**src/rtl/alu_dp_pkg.sv**
```systemverilog
// Shared constants for the lab execution datapath: ALU opcodes, output-mux
// selects, operand-select bits, load-enable indices and flag bit positions.
package alu_dp_pkg;

    localparam logic [2:0] OP_PASS = 3'd0;
    localparam logic [2:0] OP_ADD  = 3'd1;
    localparam logic [2:0] OP_SUB  = 3'd2;
    localparam logic [2:0] OP_AND  = 3'd3;
    localparam logic [2:0] OP_OR   = 3'd4;
    localparam logic [2:0] OP_XOR  = 3'd5;
    localparam logic [2:0] OP_SHL  = 3'd6;
    localparam logic [2:0] OP_SHR  = 3'd7;

    localparam logic [2:0] W_ZERO  = 3'd0;
    localparam logic [2:0] W_RA    = 3'd1;
    localparam logic [2:0] W_RB    = 3'd2;
    localparam logic [2:0] W_ALU   = 3'd3;
    localparam logic [2:0] W_ACC   = 3'd4;
    localparam logic [2:0] W_FLAGS = 3'd5;

    localparam int SEL_X_ACC = 0;
    localparam int SEL_Y_RA  = 1;

    localparam int CE_RA  = 0;
    localparam int CE_RB  = 1;
    localparam int CE_OUT = 2;
    localparam int CE_ACC = 3;

    localparam int FLAG_C = 0;
    localparam int FLAG_Z = 1;
    localparam int FLAG_N = 2;

endpackage

```
**src/rtl/dp_alu.sv**
```systemverilog
// Combinational ALU for alu_datapath: truncated result plus carry, borrow
// or shifted-out bit depending on the opcode.
module dp_alu
    import alu_dp_pkg::*;
#(
    parameter int WIDTH = 8
) (
    input  logic [WIDTH-1:0] x,
    input  logic [WIDTH-1:0] y,
    input  logic [2:0]       op,
    output logic [WIDTH-1:0] result,
    output logic             carry
);

    logic [WIDTH:0] wide_s;

    // Opcode decode; add/sub run one bit wide so the top bit is carry/borrow
    always_comb begin
        wide_s = '0;
        result = '0;
        carry  = 1'b0;
        case (op)
            OP_PASS: result = x;
            OP_ADD: begin
                wide_s = {1'b0, x} + {1'b0, y};
                result = wide_s[WIDTH-1:0];
                carry  = wide_s[WIDTH];
            end
            OP_SUB: begin
                wide_s = {1'b0, x} - {1'b0, y};
                result = wide_s[WIDTH-1:0];
                carry  = wide_s[WIDTH];
            end
            OP_AND:  result = x & y;
            OP_OR:   result = x | y;
            OP_XOR:  result = x ^ y;
            OP_SHL: begin
                result = {x[WIDTH-2:0], 1'b0};
                carry  = x[WIDTH-1];
            end
            OP_SHR: begin
                result = {1'b0, x[WIDTH-1:1]};
                carry  = x[0];
            end
            default: begin
                result = '0;
                carry  = 1'b0;
            end
        endcase
    end

endmodule

```
**src/rtl/alu_datapath.sv**
```systemverilog
// Execution datapath below the lab sequencing controller: operand, accumulator
// and output registers around dp_alu. Flag logic is built only with ALU_DATAPATH_FLAGS_EN.
module alu_datapath
    import alu_dp_pkg::*;
#(
    parameter int WIDTH = 8
) (
    input  logic             CLK,
    input  logic             RESET,
    input  logic             CLR,
    input  logic [3:0]       CE,
    input  logic [1:0]       SEL,
    input  logic [2:0]       S,
    input  logic [2:0]       W,
    input  logic [WIDTH-1:0] A,
    input  logic [WIDTH-1:0] B,
    output logic [WIDTH-1:0] Y,
    output logic             VALID,
    output logic [2:0]       FLAGS
);

    logic [WIDTH-1:0] ra_r;
    logic [WIDTH-1:0] rb_r;
    logic [WIDTH-1:0] racc_r;
    logic [WIDTH-1:0] rout_r;
    logic             valid_r;
    logic [WIDTH-1:0] x_s;
    logic [WIDTH-1:0] y_s;
    logic [WIDTH-1:0] alu_res_s;
    logic [WIDTH-1:0] wmux_s;

`ifdef ALU_DATAPATH_FLAGS_EN
    logic             alu_carry_s;
    logic [2:0]       flags_r;
    logic [2:0]       flags_next_s;
`else
    logic             carry_unused_s;
`endif

    // ALU operand steering
    always_comb begin
        if (SEL[SEL_X_ACC]) begin
            x_s = racc_r;
        end else begin
            x_s = ra_r;
        end
        if (SEL[SEL_Y_RA]) begin
            y_s = ra_r;
        end else begin
            y_s = rb_r;
        end
    end

    dp_alu #(
        .WIDTH (WIDTH)
    ) u_alu (
        .x      (x_s),
        .y      (y_s),
        .op     (S),
`ifdef ALU_DATAPATH_FLAGS_EN
        .carry  (alu_carry_s),
`else
        .carry  (carry_unused_s),
`endif
        .result (alu_res_s)
    );

`ifdef ALU_DATAPATH_FLAGS_EN
    // Flags describe the value RACC is about to take
    always_comb begin
        flags_next_s         = 3'b000;
        flags_next_s[FLAG_N] = alu_res_s[WIDTH-1];
        flags_next_s[FLAG_Z] = (alu_res_s == '0);
        flags_next_s[FLAG_C] = alu_carry_s;
    end
`endif

    // Output-mux source for the ROUT load
    always_comb begin
        wmux_s = '0;
        case (W)
            W_ZERO:  wmux_s = '0;
            W_RA:    wmux_s = ra_r;
            W_RB:    wmux_s = rb_r;
            W_ALU:   wmux_s = alu_res_s;
            W_ACC:   wmux_s = racc_r;
`ifdef ALU_DATAPATH_FLAGS_EN
            W_FLAGS: wmux_s = WIDTH'(flags_r);
`else
            W_FLAGS: wmux_s = '0;
`endif
            default: wmux_s = '0;
        endcase
    end

    // Register file: all enables sample pre-edge values; CLR beats every load
    always_ff @(posedge CLK or posedge RESET) begin
        if (RESET) begin
            ra_r    <= '0;
            rb_r    <= '0;
            racc_r  <= '0;
            rout_r  <= '0;
            valid_r <= 1'b0;
        end else if (CLR) begin
            ra_r    <= '0;
            rb_r    <= '0;
            racc_r  <= '0;
            rout_r  <= '0;
            valid_r <= 1'b0;
        end else begin
            if (CE[CE_RA])  ra_r   <= A;
            if (CE[CE_RB])  rb_r   <= B;
            if (CE[CE_OUT]) rout_r <= wmux_s;
            if (CE[CE_ACC]) racc_r <= alu_res_s;
            valid_r <= CE[CE_OUT];
        end
    end

`ifdef ALU_DATAPATH_FLAGS_EN
    // Flag register follows RACC loads only
    always_ff @(posedge CLK or posedge RESET) begin
        if (RESET) begin
            flags_r <= 3'b000;
        end else if (CLR) begin
            flags_r <= 3'b000;
        end else if (CE[CE_ACC]) begin
            flags_r <= flags_next_s;
        end
    end

    assign FLAGS = flags_r;
`else
    assign FLAGS = 3'b000;
`endif

    assign Y     = rout_r;
    assign VALID = valid_r;

endmodule
```
**config.mk**
```make
export PLATFORM = sky130hd
export DESIGN_NAME = alu_datapath
export DESIGN_NICKNAME = d
export VERILOG_FILES = /design/src/rtl/alu_dp_pkg.sv /design/src/rtl/dp_alu.sv /design/src/rtl/alu_datapath.sv
export SDC_FILE = /design/constraint.sdc
export NUM_CORES = 1
export LEC_CHECK = 0
export BUFFER_PORTS_ARGS = -buffer_cell sky130_fd_sc_hd__buf_2
export CAP_MARGIN = 10
export CORE_MARGIN = 2
export CORE_UTILIZATION = 50
export CTS_CLUSTER_SIZE = 14
export DETAILED_ROUTE_END_ITERATION = 8
export GPL_TIMING_DRIVEN = 0
export PLACE_DENSITY = 0.83
export SETUP_SLACK_MARGIN = 0.02
export SYNTH_ARGS = -nofsm -noshare
export SYNTH_HDL_FRONTEND = slang
export SYNTH_HIERARCHICAL = 1
export SYNTH_SLANG_ARGS = --single-unit
```
**constraint.sdc**
```tcl
create_clock -name CLK -period 2.65 [get_ports CLK]
set_input_delay 0 -clock CLK [delete_from_list [all_inputs] [get_ports CLK]]
set_output_delay 0 -clock CLK [all_outputs]
set_load 0.1 [all_outputs]
```
==> results.toml, run 1 <==
[sta]
finalCriticalPeriod_ps = 2860
fmax_ghz = 0.350
rsz0062_at_grt = "true"
final.period_utilization_pct = 108
finalClockSkew_ps = 9.59
finalSetupTns_ps = -791
timing.hold.ws_ps = -5.48
worstMarginPinSlew_ps = 632
drv_slew = 0
setup_viol = 6
relSlewSlack_pct = 57.7
finalHoldViolCount = 1
fin_ws_ps = -206

[routing]
ant_nets = 0
detail_route.wl_per_cell_um = 18.9
routed_wl_um = 9610
drc = 0
firstDrtPassIters = 6
drt_iter0_markers = 341
via_per_inst = 6.23
route.vias.total = 3167

[pwr]
leakage_uw = 0.00192
pwr-share-clk_pct = 22.6
cellPowerDensity_nw_per_um2 = 412
ir_drop_mv = 0.355
p_comb_share_pct = 44.6
switching_share_pct = 37.7
intPower_uw = 1060
seq_power_share_pct = 32.8
netSwitchingPower_uw = 640

[layout]
drive_gt1_share_pct = 35.3
stdcell_count = 508
n_antenna_cell = 0
fin_util_pct = 69.5
syn2layout_area_growth_pct = 34.0
nFillCells = 426
num-nets-final = 488

[global_routing]
grt_pass1_wl_um = 14700
grt_max_degree = 34
grt_overflow = 0
grt_pass1_vias = 2997
track_usage_pct = 28.7
antenna_found_initial = 0

[clock_tree]
cts_root_buf = "clkbuf_8"
cts_tree = "done"
cts_sinks = 33
clk_path_buf_depth = 2
worstSkewPairLatency_ps = 300
cts_buffers = 5
clk_pin_slew_ps = 80
h-tree-depth = 2

[synth]
netlist_area_um2 = 3070
syn_inst = 346
avgSynthCellArea_um2 = 8.87
synth_warnings = 6

[floorplan]
fp.dieH_um = 82.4
fp.dieW_um = 82.4
row_count = 28
initial_core_util_pct = 51.9
dieArea_um2 = 6780
num_io_pins = 43
core_area_um2 = 5920

[place]
dp_cells = 453
portBuffers = 30
gp_congestion = 0.958
hpwl_um = 6070

[worst_setup_path]
critical_path_class = "reg2reg"
start_kind = "flip-flop"
critPathRequiredTime_ps = 2830
arrival_ps = 3040
critPathCaptureType = "flip-flop"
critPathMaxFanout = 4

[run_status]
failed_checks = "hold timing, setup timing"
status = "complete, but fails checks"

[hold_path]
min_path_type = "in2reg"

[job]
maxCapViolCount = 0
[power groups by stage]
stage / clock (uW) / sequential, uW / combinational [uW]
CTS: 376 / 553 / 650
global placement: 0 / 561 / 524
detailed placement: 0 / 563 / 536
finish: 383 / 556 / 757
floorplan: 0 / 580 / 399
global route: 403 / 558 / 808
[placed cells by master (no fill, tap or decap), types with 6 or more instances in the layout]
cell	instances
buf_4	31
nor2b_1	8
ha_1	12
o21ai_1	6
mux2_2	7
clkbuf_1	9
ha_4	9
inv_1	12
buf_6	8
a22oi_1	9
mux2i_1	28
dfrtp_1	33
nor2_1	41
a32oi_1	7
dlygate4sd3_1	16
buf_2	42
mux2_4	9
o21ai_0	8
a22o_1	10
a21oi_1	19
nand2_1	11
inv_2	6
[repair_timing]
| item | 4_1_cts | 5_1_grt |
|---|---|---|
| setup buffers | 21 | 9 |
| hold buffers | 15 | 1 |
| gates cloned | 0 | 0 |
| endpoints found under the setup margin | 10 | 11 |
| endpoints found under the hold margin | 15 | 33 |
| pin swaps | 18 | 19 |
| gates resized for setup | 39 | 29 |
[final timing paths]
check                      startpoint        end  slack (ps)  depth (start not counted)
setup / recovery              ra_r[0]       Y[4]        -210                         12
hold / removal                   A[2]    ra_r[2]          -5                          3
setup reg to reg              ra_r[0]       Y[4]        -210                         12
hold reg to reg                  Y[0]       Y[0]         510                          1
max in group asynchronous       RESET  racc_r[7]        2030                          4
min in group asynchronous       RESET       Y[1]         190                          3
[flip-flops by register name, indices dropped and copies added, names as in the netlist]
| name | cells |
|---|---|
| VALID | 1 |
| Y | 8 |
| ra_r | 8 |
| racc_r | 8 |
| rb_r | 8 |
[metal layers]
layer / GRT usage [%] / up-vias / part of all wire, %
met5: 0 / - / 0
met4: 12.8 / 0 / 4.1
met3: 4.67 / 51 / 6.8
met2: 49.0 / 185 / 50
met1: 35.4 / 1519 / 40
li1: - / 1412 / -
[layout make-up]
type                    instances  area (um2)  share of cell area (%)
clock inverters                 2        10.0                   0.243
repair buffers                 77         578                    14.0
clock buffers                   6        72.6                    1.76
flip-flops and latches         33         826                    20.1
inverters                      24         103                    2.49
multi-input cells             261        2260                    54.8
well taps                      75        93.8                    2.28
plain buffers                  30         176                    4.29
[through the flow]
step / total power [uW] / setup slack (ps) / cell area [um2]
3_3_place_gp: 1080 / -430 / 3320
3_5_place_dp: 1100 / -460 / 3320
5_1_grt: 1770 / -300 / 4120
4_1_cts: 1580 / -125 / 3870
6_report: 1700 / -206 / 4120
2_1_floorplan: 979 / 41.1 / 3080
[worst max-delay path: stages, from the launching register on]
cell and delay, ps:
dfrtp_1 420, mux2_4 320, ha_4 190, inv_2 50, fa_2 220, a21oi_2 70
o21ba_4 210, a221o_1 370, a221oi_2 300, nor2_1 100, a32oi_1 170, o21ai_1 100
a22o_1 220
Power figures use the tool's default switching activity.
==> run 2, diff against run 1 <==
--- a/config.mk
+++ b/config.mk
@@ -13,6 +13,7 @@
 export DETAILED_ROUTE_END_ITERATION = 8
 export GPL_TIMING_DRIVEN = 0
 export PLACE_DENSITY = 0.83
+export RECOVER_POWER = 100
 export SETUP_SLACK_MARGIN = 0.02
 export SYNTH_ARGS = -nofsm -noshare
 export SYNTH_HDL_FRONTEND = slang
==> results.toml, run 2 (synthesis results as in run 1) <==
[clock_tree]
cts_sinks = 33
h-tree-depth = 2
cts_tree = "done"
clk_pin_slew_ps = 70
cts_root_buf = "clkbuf_8"
clk_path_buf_depth = 2
cts_buffers = 5
worstSkewPairLatency_ps = 290

[sta]
timing.hold.ws_ps = -3.03
final.period_utilization_pct = 108
worstMarginPinSlew_ps = 1440
drv_slew = 0
finalHoldViolCount = 1
finalClockSkew_ps = 7.28
fmax_ghz = 0.348
finalCriticalPeriod_ps = 2870
rsz0062_at_grt = "true"
setup_viol = 6
relSlewSlack_pct = 4.27
fin_ws_ps = -221
finalSetupTns_ps = -838

[pwr]
switching_share_pct = 37.7
cellPowerDensity_nw_per_um2 = 413
intPower_uw = 1050
p_comb_share_pct = 44.5
netSwitchingPower_uw = 637
seq_power_share_pct = 32.9
ir_drop_mv = 0.354
pwr-share-clk_pct = 22.5
leakage_uw = 0.00190

[worst_setup_path]
critical_path.cell_chain = "mux2_4 > ha_4 > inv_2 > fa_2 > a21oi_2 > o21ba_4 > a221o_1 > a221oi_2 > nor2_1 > a32oi_1 > o21ai_1 > a22o_1"
critical_path_class = "reg2reg"
start_kind = "flip-flop"
worst_path_largest_cell_delay_ps = 420
arrival_ps = 3050
critPathMaxFanout = 4
slowest_stage = "dfrtp_1"
critPathRequiredTime_ps = 2830
critPathCaptureType = "flip-flop"

[place]
gp_congestion = 0.958
postPlaceCellArea_um2 = 3320
hpwl_um = 6070
portBuffers = 30
dp_cells = 453

[floorplan]
fp.dieH_um = 82.4
fp.dieW_um = 82.4
dieArea_um2 = 6780
row_count = 28
num_io_pins = 43
core_area_um2 = 5920
initial_core_util_pct = 51.9

[global_routing]
grt_overflow = 0
track_usage_pct = 28.7
antenna_found_initial = 0
grt_pass1_vias = 2997
grt_max_degree = 34
grt_pass1_wl_um = 14700

[layout]
stdcell_count = 508
nFillCells = 431
syn2layout_area_growth_pct = 33.2
fin_area_um2 = 4090
drive_gt1_share_pct = 34.9
n_antenna_cell = 0
final_cell_mix = "buf_2 (41), nor2_1 (41), dfrtp_1 (33), mux2i_1 (28), buf_4 (27)"
fin_util_pct = 69.1
num-nets-final = 488

[routing]
route.vias.total = 3146
top_layer = "met4"
wl_met2_um = 4800
detail_route.wl_per_cell_um = 18.9
ant_nets = 0
via_per_inst = 6.19
routed_wl_um = 9580
wl_met1_um = 3830
drt_iter0_markers = 327
firstDrtPassIters = 5
drc = 0
wl_met3_um = 553

[hold_path]
min_path_type = "in2reg"

[run_status]
failed_checks = "hold timing, setup timing"
status = "complete, but fails checks"

[job]
maxCapViolCount = 0
-- run 2: cell count changes in the layout (fill, tap and decap cells not counted), sizes merged --
cell	change
clkbuf	+6
buf	-6
-- run 2: metal layers --
metal | vias up | global-route usage (%)
met5 | - | 0
li1 | 1413 | -
met1 | 1517 | 35.4
met2 | 172 | 49.0
met3 | 44 | 4.67
met4 | 0 | 12.8
-- run 2: final timing paths --
kind,start,to,slack (ps),depth (start not counted)
max,ra_r[0],Y[4],-220,12
min,A[2],ra_r[2],-3,3
max reg2reg,ra_r[0],Y[4],-220,12
min reg2reg,Y[0],Y[0],500,1
max in group asynchronous,RESET,racc_r[7],880,4
min in group asynchronous,RESET,Y[1],170,3
-- run 2: per-stage QoR --
step / setup slack (ps) / total power [uW]
after floorplan: 41.1 / 979
after global placement: -430 / 1080
after detailed placement: -460 / 1100
after CTS: -125 / 1580
after global routing: -300 / 1760
final: -221 / 1690
-- run 2: worst max-delay path: cells and delay by family (launching register included) --
kind	cells	cell delay, ps
flops	1	420
compound gates	7	1440
fa+ha+maj	2	410
simple gates	1	100
buf+inv	1	50
mux	1	320
-- run 2: final cells by class --
cell class	instances	area (um2)	area share [%]
multi-input combinational	261	2260	55.2
sequential	33	826	20.2
timing repair buffer	77	553	13.5
buffer	30	176	4.31
inverter	24	103	2.51
tap	75	93.8	2.29
clock buffer	6	72.6	1.77
clock inverter	2	10.0	0.245
-- run 2: what timing repair did --
item,4_1_cts,5_1_grt
pin swaps,18,19
buffers inserted,21,9
hold endpoints to repair,15,33
hold buffers,15,1
setup endpoints to repair,10,11
gates resized for setup,39,29
-- run 2: power groups by stage --
stage | Clock (uW) | Sequential (uW) | Combinational [uW]
finish | 381 | 556 | 752
global route | 403 | 558 | 803
CTS | 376 | 553 | 650
detailed placement | 0 | 563 | 536
global placement | 0 | 561 | 524
floorplan | 0 | 580 | 399
==> run 3, diff against run 2 <==
--- a/config.mk
+++ b/config.mk
@@ -5,6 +5,7 @@
 export SDC_FILE = /design/constraint.sdc
 export NUM_CORES = 1
 export LEC_CHECK = 0
+export ABC_AREA = 1
 export BUFFER_PORTS_ARGS = -buffer_cell sky130_fd_sc_hd__buf_2
 export CAP_MARGIN = 10
 export CORE_MARGIN = 2
==> results.toml, run 3 <==
[run_status]
status = "completed"

[sta]
finalHoldViolCount = 0
worstMarginPinSlew_ps = 1320
drv_slew = 0
finalCriticalPeriod_ps = 2550
setup_viol = 0
final.period_utilization_pct = 96.4
finalClockSkew_ps = 4.29
fmax_ghz = 0.392
relSlewSlack_pct = 12.2

[clock_tree]
clk_path_buf_depth = 2
cts_sinks = 33
clk_pin_slew_ps = 70
cts_buffers = 5
worstSkewPairLatency_ps = 280
h-tree-depth = 2
cts_tree = "done"
cts_root_buf = "clkbuf_8"

[routing]
via_per_inst = 5.85
drc = 0
firstDrtPassIters = 6
routed_wl_um = 9710
detail_route.wl_per_cell_um = 15.7
drt_iter0_markers = 480
ant_nets = 0
route.vias.total = 3610

[pwr]
intPower_uw = 883
cellPowerDensity_nw_per_um2 = 374
pwr-share-clk_pct = 24.4
netSwitchingPower_uw = 559
leakage_uw = 0.00190
ir_drop_mv = 0.258
switching_share_pct = 38.7
p_comb_share_pct = 37.6
seq_power_share_pct = 38.1

[job]
maxCapViolCount = 0

[worst_setup_path]
start_kind = "flip-flop"
critical_path_class = "reg2reg"
crit_family = "simple AND/OR/NAND/NOR gates"
crit_path_frequent_cell = "nand2_1"
cp_num_buf_inv = 3
slowest_stage = "dfrtp_1"
critical_path.cell_chain = "inv_2 > o21ai_4 > inv_2 > ha_1 > inv_2 > fa_2 > nand2_1 > nand2_1 > nand3_2 > nand3_1 > nand3_1 > nand2_1 > nor2_2 > nand3_2 > nand4_1 > nand2_1 > o21ai_1 > nand2_1"
critPathMaxFanout = 3
arrival_ps = 2720
critPathCaptureType = "flip-flop"
critPathRequiredTime_ps = 2820
worst_path_largest_cell_delay_ps = 450

[synth]
syn_inst = 476
synth_warnings = 6
netlist_area_um2 = 3150
avgSynthCellArea_um2 = 6.61

[floorplan]
core_area_um2 = 5990
initial_core_util_pct = 52.5
num_io_pins = 43
fp.dieH_um = 83.3
row_count = 28
fp.dieW_um = 83.3
dieArea_um2 = 6940

[place]
dp_cells = 586
gp_congestion = 0.934
portBuffers = 33
hpwl_um = 6960

[layout]
fin_util_pct = 64.3
num-nets-final = 599
syn2layout_area_growth_pct = 22.6
stdcell_count = 617
final_common_cell = "nand2_1"
drive_gt1_share_pct = 21.2
final_cell_mix = "nand2_1 (106), inv_1 (58), nand3_1 (53), buf_2 (37), dfrtp_1 (33)"
n_antenna_cell = 0

[global_routing]
grt_max_degree = 34
track_usage_pct = 26.9
grt_overflow = 0
antenna_found_initial = 0
grt_pass1_wl_um = 15500
grt_pass1_vias = 3339

[hold_path]
min_path_type = "in2reg"
[run 3: cell types whose count changed in the layout (fill, tap and decap cells not counted), moves of 10 or more]
cell / previous run / this run
nand4_1: 0 / 31
mux2i_1: 28 / 0
nor2_1: 41 / 24
inv_1: 12 / 58
nand3_1: 2 / 53
buf_4: 27 / 16
o21ai_0: 8 / 27
a21oi_1: 19 / 8
a22o_1: 10 / 0
inv_2: 6 / 17
nand2_1: 11 / 106
[run 3: final timing paths]
kind	to	cells after the start	from	slack, ps
max	Y[6]	18	ra_r[0]	100
min reg2reg	Y[1]	2	Y[1]	480
min in group asynchronous	racc_r[0]	3	RESET	190
max in group asynchronous	rb_r[5]	4	RESET	960
max reg2reg	Y[6]	18	ra_r[0]	100
min	rb_r[1]	3	B[1]	5
[run 3: timing repair]
item,in CTS,in global routing
hold buffers,14,1
pin swaps,1,6
buffers inserted,2,7
hold endpoints to repair,14,33
endpoints found under the setup margin,13,8
resized for setup,22,37
[run 3: stage by stage]
step | hold slack [ps] | area (um2) | power [uW] | setup slack, ps | TNS (ps)
after global routing | 10.7 | 3850 | 1530 | -39.0 | -39.0
after global placement | 235 | 3410 | 998 | -404 | -2090
after CTS | 2.33 | 3680 | 1380 | 40.4 | 0
after detailed placement | 240 | 3410 | 1010 | -478 | -2590
after floorplan | 129 | 3150 | 892 | 23.9 | 0
final | 5.18 | 3850 | 1440 | 96.3 | 0
[run 3: power by group through the flow]
stage	logic, uW	registers [uW]	clock network (uW)
after floorplan	324	567	0
after global placement	444	554	0
after detailed placement	459	555	0
after CTS	488	546	350
after global routing	596	550	381
final	542	549	351
[run 3: layout make-up]
cell class                      instances  area [um2]
Buffer                                 23         144
Clock buffer                            5        68.8
Clock inverter                          1        5.00
Fill cell                             512        2140
Inverter                               76         285
Multi-Input combinational cell        346        2050
Sequential cell                        33         826
Tap cell                               75        93.8
Timing Repair Buffer                   58         385
[run 3: worst reg2reg max path: cells and delay by family (launching register included)]
family                     cells  cell delay (ps)
DFF                            1              450
and+or+nand+nor               11             1020
AOI/OAI and AO/OA              2              220
buffers and inverters          3              260
adders and majority gates      2              490
[run 3: routing by layer]
metal	share of wire (%)	up-vias	GRT usage, %
li1	-	1702	-
met1	40	1600	36.7
met2	45	244	42.9
met3	10	64	4.77
met4	4.5	0	9.54
met5	0	-	0
